### config.mk
export PLATFORM = sky130hd
export DESIGN_NAME = viterbi_codec
export DESIGN_NICKNAME = d
export VERILOG_FILES = /design/src/rtl/viterbi_codec.sv
export SDC_FILE = /design/constraint.sdc
export NUM_CORES = 1
export LEC_CHECK = 0
export CORE_MARGIN = 2
export CORE_UTILIZATION = 66
export CTS_BUF_LIST = sky130_fd_sc_hd__clkbuf_8
export CTS_CLUSTER_SIZE = 28
export DETAILED_ROUTE_END_ITERATION = 8
export PLACE_DENSITY = 0.79
export SYNTH_ARGS = -nofsm -noshare
export SYNTH_HDL_FRONTEND = slang
export SYNTH_SLANG_ARGS = --single-unit
### constraint.sdc
create_clock -name clk -period 20.3 [get_ports clk]
set_input_delay 5.075 -clock clk [delete_from_list [all_inputs] [get_ports clk]]
set_output_delay 5.075 -clock clk [all_outputs]
set_load 0.03 [all_outputs]
### src/rtl/viterbi_codec.sv
// Rate-1/2, K=3 convolutional codec (generators 7/5 octal).
// The encoder and the hard-decision Viterbi decoder are independent blocks
// sharing one clock and reset. The decoder keeps its survivors by register
// exchange and releases each decision 15 accepted symbols after it arrives.

module encoder (
  input  logic       clk,
  input  logic       rst,
  input  logic       enable_i,
  input  logic       d_in,
  output logic       valid_o,
  output logic [1:0] d_out
);

  // state_q = {s1, s2}; s1 is the most recently accepted bit
  logic [1:0] state_q, state_d;
  logic [1:0] sym_q, sym_d;
  logic       valid_q, valid_d;

  // Next-state / symbol generation; everything holds when the input is not valid
  always_comb begin
    state_d = state_q;
    sym_d   = sym_q;
    valid_d = 1'b0;
    if (enable_i) begin
      sym_d   = {d_in ^ state_q[1] ^ state_q[0], d_in ^ state_q[0]};
      state_d = {d_in, state_q[1]};
      valid_d = 1'b1;
    end
  end

  // Encoder registers with asynchronous active-low reset
  always_ff @(posedge clk or negedge rst) begin
    if (!rst) begin
      state_q <= 2'b00;
      sym_q   <= 2'b00;
      valid_q <= 1'b0;
    end else begin
      state_q <= state_d;
      sym_q   <= sym_d;
      valid_q <= valid_d;
    end
  end

  assign d_out   = sym_q;
  assign valid_o = valid_q;

endmodule

module decoder (
  input  logic       clk,
  input  logic       rst,
  input  logic       enable,
  input  logic [1:0] d_in,
  output logic       d_out
);

  localparam int NSTATES = 4;
  localparam int DEPTH   = 16;

  logic [7:0]       metric_q [NSTATES];
  logic [7:0]       metric_d [NSTATES];
  logic [DEPTH-1:0] path_q   [NSTATES];
  logic [DEPTH-1:0] path_d   [NSTATES];
  logic             d_out_q, d_out_d;

  // ACS scratch
  logic [7:0]       acs  [NSTATES];
  logic [DEPTH-1:0] surv [NSTATES];
  logic [1:0]       st, pr0, pr1, best;
  logic [7:0]       cand0, cand1;
  logic             norm;

  // Code symbol emitted when leaving state s = {s1, s2} with input u
  function automatic logic [1:0] expected_sym(input logic u, input logic [1:0] s);
    return {u ^ s[1] ^ s[0], u ^ s[0]};
  endfunction

  // Hamming distance between two 2-bit symbols (0..2)
  function automatic logic [1:0] branch_metric(input logic [1:0] e, input logic [1:0] r);
    logic [1:0] x;
    x = e ^ r;
    return {1'b0, x[1]} + {1'b0, x[0]};
  endfunction

  // Metric accumulate clamped at 255 so a metric can never wrap round
  function automatic logic [7:0] sat_add(input logic [7:0] m, input logic [1:0] b);
    logic [8:0] sum;
    sum = {1'b0, m} + {7'b0, b};
    return sum[8] ? 8'hFF : sum[7:0];
  endfunction

  // Add-compare-select, normalization, survivor exchange and best-state decision
  always_comb begin
    st      = 2'b00;
    pr0     = 2'b00;
    pr1     = 2'b00;
    cand0   = 8'd0;
    cand1   = 8'd0;
    norm    = 1'b1;
    best    = 2'd0;
    d_out_d = d_out_q;
    for (int i = 0; i < NSTATES; i++) begin
      acs[i]      = 8'd0;
      surv[i]     = '0;
      metric_d[i] = metric_q[i];
      path_d[i]   = path_q[i];
    end

    // state {u,a} is reached from {a,0} and {a,1}; input bit is u
    for (int ns = 0; ns < NSTATES; ns++) begin
      st    = 2'(ns);
      pr0   = {st[0], 1'b0};
      pr1   = {st[0], 1'b1};
      cand0 = sat_add(metric_q[pr0], branch_metric(expected_sym(st[1], pr0), d_in));
      cand1 = sat_add(metric_q[pr1], branch_metric(expected_sym(st[1], pr1), d_in));
      // ties favour the predecessor whose s2 is 0
      if (cand1 < cand0) begin
        acs[ns]  = cand1;
        surv[ns] = {path_q[pr1][DEPTH-2:0], st[1]};
      end else begin
        acs[ns]  = cand0;
        surv[ns] = {path_q[pr0][DEPTH-2:0], st[1]};
      end
      norm = norm & acs[ns][7];
    end

    if (enable) begin
      // when every metric has bit 7 set, dropping that bit subtracts 128 from all
      for (int ns = 0; ns < NSTATES; ns++) begin
        metric_d[ns] = norm ? {1'b0, acs[ns][6:0]} : acs[ns];
        path_d[ns]   = surv[ns];
      end
      // lowest index wins among equal metrics
      for (int ns = 1; ns < NSTATES; ns++) begin
        if (metric_d[ns] < metric_d[best]) best = 2'(ns);
      end
      d_out_d = surv[best][DEPTH-1];
    end
  end

  // Decoder registers; reset biases the trellis towards the all-zero start state
  always_ff @(posedge clk or negedge rst) begin
    if (!rst) begin
      for (int i = 0; i < NSTATES; i++) begin
        metric_q[i] <= (i == 0) ? 8'd0 : 8'd64;
        path_q[i]   <= '0;
      end
      d_out_q <= 1'b0;
    end else begin
      for (int i = 0; i < NSTATES; i++) begin
        metric_q[i] <= metric_d[i];
        path_q[i]   <= path_d[i];
      end
      d_out_q <= d_out_d;
    end
  end

  assign d_out = d_out_q;

endmodule

module viterbi_codec (
  input  logic       clk,
  input  logic       rst,
  input  logic       enc_enable_i,
  input  logic       enc_d_i,
  output logic       enc_valid_o,
  output logic [1:0] enc_d_o,
  input  logic       dec_enable_i,
  input  logic [1:0] dec_d_i,
  output logic       dec_d_o
);

  encoder u_enc (
    .clk      (clk),
    .rst      (rst),
    .enable_i (enc_enable_i),
    .d_in     (enc_d_i),
    .valid_o  (enc_valid_o),
    .d_out    (enc_d_o)
  );

  decoder u_dec (
    .clk    (clk),
    .rst    (rst),
    .enable (dec_enable_i),
    .d_in   (dec_d_i),
    .d_out  (dec_d_o)
  );

endmodule

=== Yosys cells after proc, flatten, opt, wreduce, memory -nomap -nowiden ===
Index checks and enable logic that the tools add are counted.

* Register bits: 98
* Input port bits: 7
* Word-level logic and storage cells: 82

* Add/sub/neg operators: 12
* $lt $le $gt $ge: 10
* Muxes and demuxes: 36
* Bitwise logic cells: 12

{| class="wikitable"
|+ Operators with widths
! operator !! count
|-
| two-way mux 8 bit || 20
|-
| two-way mux 16 bit || 6
|-
| adder 8 x 2 -> 9 bit || 8
|-
| < comparator 8 bit || 7
|-
| binary-select mux 16 bit (select 2 bit) || 1
|-
| binary-select mux 8 bit (select 2 bit) || 2
|-
| two-way mux 2 bit || 5
|-
| >= comparator 3 bit (second input constant) || 3
|-
| inverter 2 -> 3 bit || 3
|-
| adder 1 x 1 -> 2 bit || 4
|-
| AND 1 bit || 3
|-
| bitwise XOR 1 bit || 3
|-
| two-way mux 1 bit || 2
|-
| inverter 1 bit || 2
|-
| inverter 2 bit || 1
|}

=== Longest topological paths before layout ===
* Depth in word-level cells: 31
* Depth in mapped cells: 49

=== Cells and area by module ===
Synthesis repeated with hierarchy kept, for this count alone.

* Cells, all modules: 888
* Area total of the unflattened synthesis: 7672.4 um2

{| class="wikitable"
|+ By module, submodules not included
! module !! instances !! cells each !! area each (um2)
|-
| decoder || 1 || 876 || 7468.4
|-
| encoder || 1 || 12 || 203.9
|}

=== Least setup slack after synthesis ===
Ideal clock, no wire load.

* Path type: input to register
* From: input dec_d_i[0]
* To: register u_dec.d_out_q, in the netlist u_dec.d_out
* Library setup time: 120 ps
* Data arrival time: 13652 ps
* Slack: 6528 ps
* Cell stages on the path: 46
* Buffers on the path: 4
* Cell sequence: inv_1 ha_1 inv_1 ha_1 ha_1 a21oi_2 nor2_1 and3_1 mux2i_1 inv_1 ha_1 and4_1 a221o_1 a21o_1 buf_4 clkbuf_1 nor2_1 a21oi_1 [... 10 more ...] a21oi_1 nand2_1 a2111oi_1 o221ai_1 o221ai_1 a31oi_4 clkbuf_1 a21o_1 ha_1 a21oi_1 nor2b_1 o21ai_0 nand2_1 or4_1 a31o_2 nor3_1 o21ai_0 a31o_1

{| class="wikitable"
|+ RTL lines
! element !! RTL line !! source
|-
| start: declaration || 171 || <nowiki>input logic [1:0] dec_d_i,</nowiki>
|-
| end signal: assignment || 155 || <nowiki>d_out_q <= d_out_d;</nowiki>
|-
| end: declaration || 65 || <nowiki>logic d_out_q, d_out_d;</nowiki>
|}

=== Worst setup path after layout ===
* From: input dec_d_i[0]
* To: register u_dec.d_out_q, in the netlist u_dec.d_out

* Word-level cells in the longest chain between the ends: 31

{| class="wikitable"
|+ Ends and longest elaborated chain
! element !! RTL line !! source
|-
| inverter 2 bit (no line) / inverter 1 bit (equally long branches) || -- ||
|-
| adder 1 x 1 -> 2 bit || 83 || <nowiki>return {1'b0, x[1]} + {1'b0, x[0]};</nowiki>
|-
| adder 8 x 2 -> 9 bit || 89 || <nowiki>sum = {1'b0, m} + {7'b0, b};</nowiki>
|-
| two-way mux 8 bit || 90 || <nowiki>return sum[8] ? 8'hFF : sum[7:0];</nowiki>
|-
| < comparator 8 bit || 118 || <nowiki>if (cand1 < cand0) begin</nowiki>
|-
| two-way mux 8 bit || 118 ||
|-
| AND 1 bit (3 in series) || 125 || <nowiki>norm = norm & acs[ns][7];</nowiki>
|-
| two-way mux 8 bit || 131 || <nowiki>metric_d[ns] = norm ? {1'b0, acs[ns][6:0]} : acs[ns];</nowiki>
|-
| [... 11 more ...] || -- ||
|-
| binary-select mux 8 bit (select 2 bit) || 136 || <nowiki>if (metric_d[ns] < metric_d[best]) best = 2'(ns);</nowiki>
|-
| two-way mux 8 bit (not written as such) (2 in series) || 136 ||
|-
| < comparator 8 bit || 136 ||
|-
| two-way mux 2 bit || 136 ||
|-
| two-way mux 2 bit || 128 || <nowiki>if (enable) begin</nowiki>
|-
| inverter 2 -> 3 bit (not written as such) || 138 || <nowiki>d_out_d = surv[best][DEPTH-1];</nowiki>
|-
| binary-select mux 16 bit (select 2 bit) (*) || 138 ||
|-
| two-way mux 16 bit (not written as such) (*) (2 in series) || 138 ||
|}

Mark *: on every way between the ends. The rest lies on a longest branch, timed or not. The select of a mux whose other input is x is not followed.
A chain may end at the register's enable or synchronous reset.

==> impl_metrics.ini <==
[clocking]
post_cts_resized = 0
tritoncts = done
clockRootBuffer = clkbuf_8
hold_buffers = 0
cts.sinks = 93
clk_latency_ns = 0.39
post_cts_buffers = 0
clk_path_buf_depth = 2
cts_made_buffers = 9
clk_pin_slew_ns = 0.09
cts-htree-levels = 3

[placement]
post-dp-hpwl_mm = 14.73
port_buffers = 10
finalWeightedCongestion = 1.008

[logic_synthesis]
yosys.area_share.adder_pct = 10.94
syn-num-nets = 971
synth_area_um2 = 7722
synth_top_family_by_area = compound AO/OA/AOI/OAI gates
synth_edf_count = 0
yosys.cell_types.count = 73
synthFlopType = dfrtp_1
yosys.area.top_type_share_pct = 29.16
synthMuxAreaShare_pct = 13.89
ys_top_cells_by_area = dfrtp_1, ha_1, mux2i_1
yosysTopAreaCell = dfrtp_1
syn_inst = 899
yosysWarnings = 0
syn_area_per_cell_um2 = 8.590
ys_ff_latch = 93
synth-xor-area-share_pct = 3.289
synth-simple-area-share_pct = 16.49
synth_compound_gate_area_share_pct = 20.50
yosysSeqAreaShare_pct = 30.18
async_flop_share_pct = 100.0

[floorplan]
core_um2 = 11420
die_h_um = 112.2
pin_count = 11
initial_core_util_pct = 67.63
die_area_um2 = 12580
rows = 39
die_w_um = 112.2

[grt]
grt_start_max_net_pins = 87
grtUsageTotal_pct = 31.48
grt_pass1_wl_mm = 31.68
antenna_found_initial = 0
overflow = 0
grt_pass1_vias = 6330

[timing]
max_freq_mhz = 65.04
clock_skew_ns = 0.01196
slew_viol_final = 0
worst_pin_slew_ns = 1.033
fin_crit_sh_pct = 75.74
min_period_ns = 15.38
finalSetupViolCount = 0
grt_setup_unrepaired = false
relSlewSlack_pct = 31.11
tns_ns = 0
hold_viol_final = 0

[routing]
drc = 0
wirelength_mm = 19.07
num_vias = 6572
ant_nets = 0
viasPerCell = 6.393
drt-initial-drc-count = 516
wire_per_inst_um = 18.55
firstDrtPassIters = 7

[layout]
fin_nets = 952
drive_gt1_share_pct = 9.379
seqCellArea_um2 = 2331
syn_to_final_growth_pct = 4.261
antennaDiodeCount = 0
fill_cells = 916
multi_input_area_um2 = 5034

[worst_setup_path]
cp.required_ns = 20.59
critical_path_class = in2reg
path_common_cell = ha_1
critPathTopFamily = compound AO/OA/AOI/OAI gates
critPathMaxFanout = 20
critPathMaxStageDelay_ns = 0.85
worstPathArrival_ns = 15.66
critPathBufInv = 2
crit_path_end_kind = register
cp_slowest_cell = a211o_1
startpoint_type = input pin

[outcome]
status = finished, final reports clean

[min_path]
hold_path_class = reg2reg

[job]
drv_cap = 0
[layout by cell type, fill, tap and decap left out, types with 17 or more instances in the layout]
master | netlist | routed
a21o_1 | 17 | 17
nand2_1 | 63 | 63
nand3_1 | 20 | 20
mux2i_1 | 70 | 70
dfrtp_1 | 90 | 90
ha_1 | 65 | 65
inv_1 | 41 | 42
o21ai_0 | 45 | 45
mux2_2 | 33 | 33
a21oi_1 | 97 | 97
nor2_1 | 122 | 122
[worst paths after layout]
| kind | from | to | slack [ns] | cells past startpoint |
|---|---|---|---|---|
| max in group asynchronous | rst | u_dec.path_q[18]$_DFFE_PN0P_ | 14.59 | 2 |
| min in group asynchronous | rst | u_dec.path_q[60]$_DFFE_PN0P_ | 4.65 | 1 |
| min | u_dec.path_q[0]$_DFFE_PN0P_ | u_dec.path_q[0]$_DFFE_PN0P_ | 0.48 | 1 |
| max | dec_d_i[0] | u_dec.d_out$_DFFE_PN0P_ | 4.92 | 45 |
| max reg2reg | u_dec.metric_q[17]$_DFFE_PN0P_ | u_dec.d_out$_DFFE_PN0P_ | 10.23 | 40 |
| min reg2reg | u_dec.path_q[0]$_DFFE_PN0P_ | u_dec.path_q[0]$_DFFE_PN0P_ | 0.48 | 1 |
[layer usage]
| layer | GRT usage, % | up-vias | share of wire, % |
|---|---|---|---|
| met4 | 8.780 | 0 | 1.7 |
| met3 | 4.806 | 27 | 5.5 |
| met5 | 0 | - | 0 |
| li1 | - | 3194 | - |
| met1 | 42.71 | 3156 | 44 |
| met2 | 52.89 | 195 | 48 |
[synth_stat cells (all sizes together) (5+ instances only)]
master,instances
a21o,17
a21oi,99
a31oi,10
and3,12
buf,19
clkbuf,28
dfrtp,90
ha,65
inv,41
mux2,33
mux2i,70
nand2,64
nand2b,7
nand3,20
nand4,11
nor2,122
nor2b,13
o211a,5
o211ai,7
o21a,9
o21ai,45
o221ai,6
o22ai,12
xnor2,16
xor2,13
[per-stage QoR]
| stage | instances | area [um^2] | hold slack [ns] | setup slack, ns | util [%] |
|---|---|---|---|---|---|
| final | 1028 | 8051 | 0.4819 | 4.925 | 70.51 |
| after global routing | 1028 | 8051 | 0.5023 | 3.865 | 70.51 |
| after global placement | 1012 | 7845 | 0.4550 | 4.879 | 68.70 |
| after CTS | 1028 | 8051 | 0.4881 | 4.956 | 70.51 |
| after floorplan | 899 | 7722 | 0.4394 | 6.528 | - |
| after detailed placement | 1012 | 7845 | 0.4625 | 4.562 | 68.70 |
[registers in the layout (all words and copies together), names as in the netlist]
| signal | flops |
|---|---|
| u_dec.d_out | 1 |
| u_dec.path_q | 55 |
| u_enc.state_q | 2 |
| u_enc.d_out | 2 |
| u_enc.valid_o | 1 |
| u_dec.metric_q | 32 |
[kinds of logic after synthesis]
family | after synthesis
fa+ha+maj | 68
compound gates | 243
flops | 93
mux | 103
simple gates | 275
buf+inv | 88
xor+xnor | 29
[area by class of cell]
type | instances | area share (%)
flip-flops and latches | 93 | 28.95
repair buffers | 17 | 1.834
clock inverters | 6 | 0.8547
multi-input cells | 718 | 62.52
well taps | 143 | 2.222
clock buffers | 10 | 1.709
inverters | 41 | 1.911
Power is not shown: default switching activity piles up to over one toggle a cycle in this logic, so the estimate is an artifact.
==> patch 1: new RTL, same flow settings <==
Put a register stage on the output `dec_d_o`. The value now appears one clock later. The other outputs are not delayed to match.
--- a/src/rtl/viterbi_codec.sv
+++ b/src/rtl/viterbi_codec.sv
@@ -172,6 +172,8 @@
   output logic       dec_d_o
 );
 
+  logic dec_d_d;
+
   encoder u_enc (
     .clk      (clk),
     .rst      (rst),
@@ -186,8 +188,12 @@
     .rst    (rst),
     .enable (dec_enable_i),
     .d_in   (dec_d_i),
-    .d_out  (dec_d_o)
+    .d_out  (dec_d_d)
   );
+
+  always_ff @(posedge clk) begin
+      dec_d_o <= dec_d_d;
+  end
 
 endmodule
 
Formal check against the unedited RTL: no difference found for any inputs over 10 cycles, from zero or initial values and one cycle with rst low; that may be too few to reach the edited logic, so the function may still have changed.
==> patch 1 against the original RTL <==
- area after synthesis rose by 0.26%
- count of clock-buffer cells in the layout fell by 1
- sequential cell count rose by 1
- cell area rose by 0.44%
- setup slack got worse by 0.43 ns
- critical endpoint unchanged
- die area rose by 0.25%
- first-iteration DRC count fell by 1.6%
- wire length rose by 1.6%
- synthesized cell count rose by 0.11%
- critical path type unchanged
- critical path depth fell by 1
- highest routed layer unchanged
- clock skew rose by 0.0020 ns
Power is not shown: default switching activity piles up to over one toggle a cycle in this logic, so the estimate is an artifact.
==> patch 1: results (changes against the original RTL) <==
metric,value,unit,change
status,finished clean,,
maximum fanout along the worst path,25,,+25%
WL final,19400,um,+1.6%
Synthesis Warnings,0,,unchanged
1st-iter DRT viols,508,,-1.6%
Clock Skew,0.0140,ns,+0.00204 ns
hpwl dp,14700,um,-0.23%
Synth Flop Type,dfrtp_1,,
Nets,953,,+0.11%
IO Port Bufs,10,,unchanged
vias in the first global route,6484,,+2.4%
Final Hold Fails,0,,unchanged
worst hold path endpoint,dec_d_o,,
Mapped Nets,972,,+0.10%
asr flop ratio synth,98.9,%,-1.1 points
Area contributors post-synth,"dfrtp_1 29%, ha_1 11%, mux2i_1 9.0%",,
CP Data Arrival Time,16.08,ns,+0.42 ns
FF-to-FF setup slack,9.85,ns,-0.38 ns
post-synthesis sequential area ratio,30.4,%,+0.18 points
min-delay src,u_dec.d_out,,
hold depth,0,,-1
launch point of the worst reg-to-reg path,u_dec.metric_q[0],,
via count,6614,,+0.64%
GPL Wtd Cong,1.02,,+1.4%
total track usage,31.9,%,+0.39 points
CP peak stage delay,0.90,ns,+0.05 ns
first-pass GRT wire length,32000,um,+1.0%
endpoint of the lowest-slack register-to-register path,u_dec.d_out,,
critical path's slowest cell,a21o_1,,
count of cell types in the netlist,74,,+1.4%
# Post-CTS Setup Buffers,0,,unchanged
Worst slew margin,19.9,%,-11 points
layout cells sized above 1,9.37,%,-0.011 points
# resized after CTS,0,,unchanged
Clock Pin Slew Worst Setup and Hold Paths,0.09,ns,about the same
pin count of the biggest net entering global routing,90,,+3.4%
## patch 1: cell count changes after synthesis, sizes merged
cell / delta
dfxtp: +1
## patch 1: area by class of cell
type	instances	area, um2
timing repair buffer	17	148
clock buffer	9	124
fill	900	3330
clock inverter	7	97.6
sequential	94	2350
tap	143	179
multi-input combinational	718	5030
inverter	41	154
## patch 1: how the worst max path moves through the flow
stage / start / end / slack (ns) / cells past startpoint
global placement: dec_d_i[0] / u_dec.d_out / 4.61 / 44
CTS: dec_d_i[0] / u_dec.d_out / 4.59 / 44
global route: dec_d_i[0] / u_dec.d_out / 3.59 / 45
detailed placement: dec_d_i[0] / u_dec.d_out / 4.22 / 44
floorplan: dec_d_i[0] / u_dec.d_out / 6.53 / 46
finish: dec_d_i[0] / u_dec.d_out / 4.50 / 44
## patch 1: metal layers
metal / global-route usage, % / share of wire (%)
met5: 0 / 0
met2: 51.9 / 47
met4: 13.7 / 3.9
met1: 43.0 / 44
met3: 4.21 / 4.8
## patch 1: per-stage QoR
step	hold WS [ns]	worst slack, ns	std cells	cell area, um2	util (%)
finish	0.397	4.50	1029	8090	70.8
global route	0.394	3.59	1029	8090	70.8
CTS	0.394	4.59	1029	8090	70.8
detailed placement	0.383	4.22	1013	7870	68.9
global placement	0.384	4.61	1013	7870	68.9
floorplan	0.340	6.53	900	7740	-
## patch 1: cell families (layout without fill, tap and decap cells)
group	count (synthesis)	count (layout)	synth area share, %
buffers and inverters	88	74	4.70
AO/OA/AOI/OAI	243	243	20.4
AND/OR/NAND/NOR	275	275	16.5
flip-flops	94	94	30.4
multiplexers	103	103	13.8
XOR/XNOR	29	29	3.28
adder cells (fa/ha/maj)	68	68	10.9
==> patch 2: new RTL, same flow settings <==
Made on the original files. Set the localparam `NSTATES` of `decoder` to 8 (it was 4).
--- a/src/rtl/viterbi_codec.sv
+++ b/src/rtl/viterbi_codec.sv
@@ -55,7 +55,7 @@
   output logic       d_out
 );
 
-  localparam int NSTATES = 4;
+  localparam int NSTATES = 8;
   localparam int DEPTH   = 16;
 
   logic [7:0]       metric_q [NSTATES];
Formal check against the unedited RTL: same outputs for any inputs over 10 cycles, from zero or initial values and one cycle with rst low; that may be too few to reach the edited logic, so the function may still have changed.
==> patch 2 against the original RTL <==
- the flow now finishes with violations (design-rule violations, negative setup slack)
- clock skew increased by 0.012 ns
- wire length increased by 97%
- sequential cell count unchanged
- cell area increased by 56%
- first-iteration DRC count increased to 3.2 times the old value
- setup slack got worse by 5.1 ns
- area after synthesis increased by 23%
- count of clock-buffer cells in the layout decreased by 1
- sequential share of layout area decreased by 10 points
- critical path type unchanged
Power is not shown: default switching activity piles up to over one toggle a cycle in this logic, so the estimate is an artifact.
==> patch 2: results (changes against the original RTL) <==
metric,value,unit,change
Nets,1494,,+57%
Least-Margin Pin Slew,0.887,ns,-0.146 ns
IO Port Bufs,10,,unchanged
Clock Pin Slew Worst Setup and Hold Paths,0.11,ns,+0.02 ns
count of cell types in the netlist,86,,+18%
Final Worst Setup Slack,-0.178,ns,-5.10 ns
hpwl dp,24800,um,+68%
CP Data Arrival Time,20.78,ns,+5.12 ns
1st-iter DRT viols,1646,,+220%
"non-filler cells, final",1579,,+54%
# Post-CTS Setup Buffers,9,,+9
"Clk Latency, worst-skew pair",0.43,ns,+0.04 ns
syn_area_per_cell,8.08,um2,-6.0%
failing checks,"design-rule violations, negative setup slack",,
first-pass GRT wire length,50400,um,+59%
Mapped Nets,1277,,+32%
CP peak stage delay,0.47,ns,-0.38 ns
maximum fanout along the worst path,6,,-70%
GPL Wtd Cong,1.10,,+8.8%
vias in the first global route,9878,,+56%
cells on worst reg2reg path,78,,+95%
Residual DRC,2,,+2
Vias/cell,6.95,,+8.7%
# resized after CTS,26,,+26
status,finished with violations,,
post-synthesis sequential area ratio,24.5,%,-5.6 points
# setup viols final,1,,+1
pin count of the biggest net entering global routing,94,,+8.0%
Clock Skew,0.0240,ns,+0.0120 ns
layout cells sized above 1,32.8,%,+23 points
Fillers,660,,-28%
initial antenna violation count,2,,+2
total track usage,43.4,%,+12 points
critical path's slowest cell,o41ai_4,,
Area contributors post-synth,"dfrtp_1 24%, ha_1 12%, mux2i_1 8.3%",,
Fin Setup TNS,-0.178,ns,-0.178 ns
total iterations of the first detailed-routing run,9,,+2
WL final,37600,um,+97%
top post-synthesis cells by count,"146 x a21oi_1, 134 x nor2_1, 94 x ha_1, 90 x dfrtp_1, 87 x nand2_1",,
-- patch 2: changes by cell type in the layout (fill, tap and decap cells not counted), sizes merged, moves of 12 or more --
cell / change
o21ai: +31
a21o: +20
nor2: +12
nand2: +23
nand3: +12
buf: +246
a21oi: +49
ha: +29
inv: +24
-- patch 2: layout make-up --
type                       instances  area, um2  area share [%]
antenna                            1       2.50          0.0199
clock inverter                     7       91.3           0.726
tap                              180        225            1.79
timing repair buffer             261       2030            16.1
multi-input combinational        960       7510            59.7
sequential                        93       2330            18.5
clock buffer                       9        124           0.985
inverter                          68        265            2.11
-- patch 2: per-layer routing --
metal	wire length, um	up-vias	GRT usage [%]
met5	45	-	0
met4	3280	4	30.9
met3	4340	329	8.84
met2	16600	846	69.5
met1	13300	5079	52.0
li1	-	4714	-
-- patch 2: cell families (layout without fill, tap and decap cells) --
group,Yosys count,after routing,synth area share [%]
other,0,1,0
buffers and inverters,124,345,5.23
multiplexers,110,110,12.0
flip-flops,93,93,24.5
XOR/XNOR,22,22,2.03
AO/OA/AOI/OAI,381,382,26.1
adder cells (fa/ha/maj),95,95,12.5
AND/OR/NAND/NOR,351,351,17.6
-- patch 2: worst paths after layout --
check,from,slack [ns],to
worst max-delay path,dec_d_i[0],-0.18,u_dec.d_out
worst max register to register,u_dec.metric_q[49],4.56,u_dec.d_out
worst min-delay path,u_dec.path_q[64],0.48,u_dec.path_q[64]
worst min register to register,u_dec.path_q[64],0.48,u_dec.path_q[64]
min in group asynchronous,rst,4.65,u_dec.metric_q[61]
max in group asynchronous,rst,14.54,u_dec.path_q[119]
-- patch 2: stage by stage --
step                area [um2]  setup WS [ns]
floorplan                 9900         -0.250
global placement         11600         -0.823
detailed placement       11600          -1.13
CTS                      12000        0.00236
global route             12600         -0.839
finish                   12600         -0.178
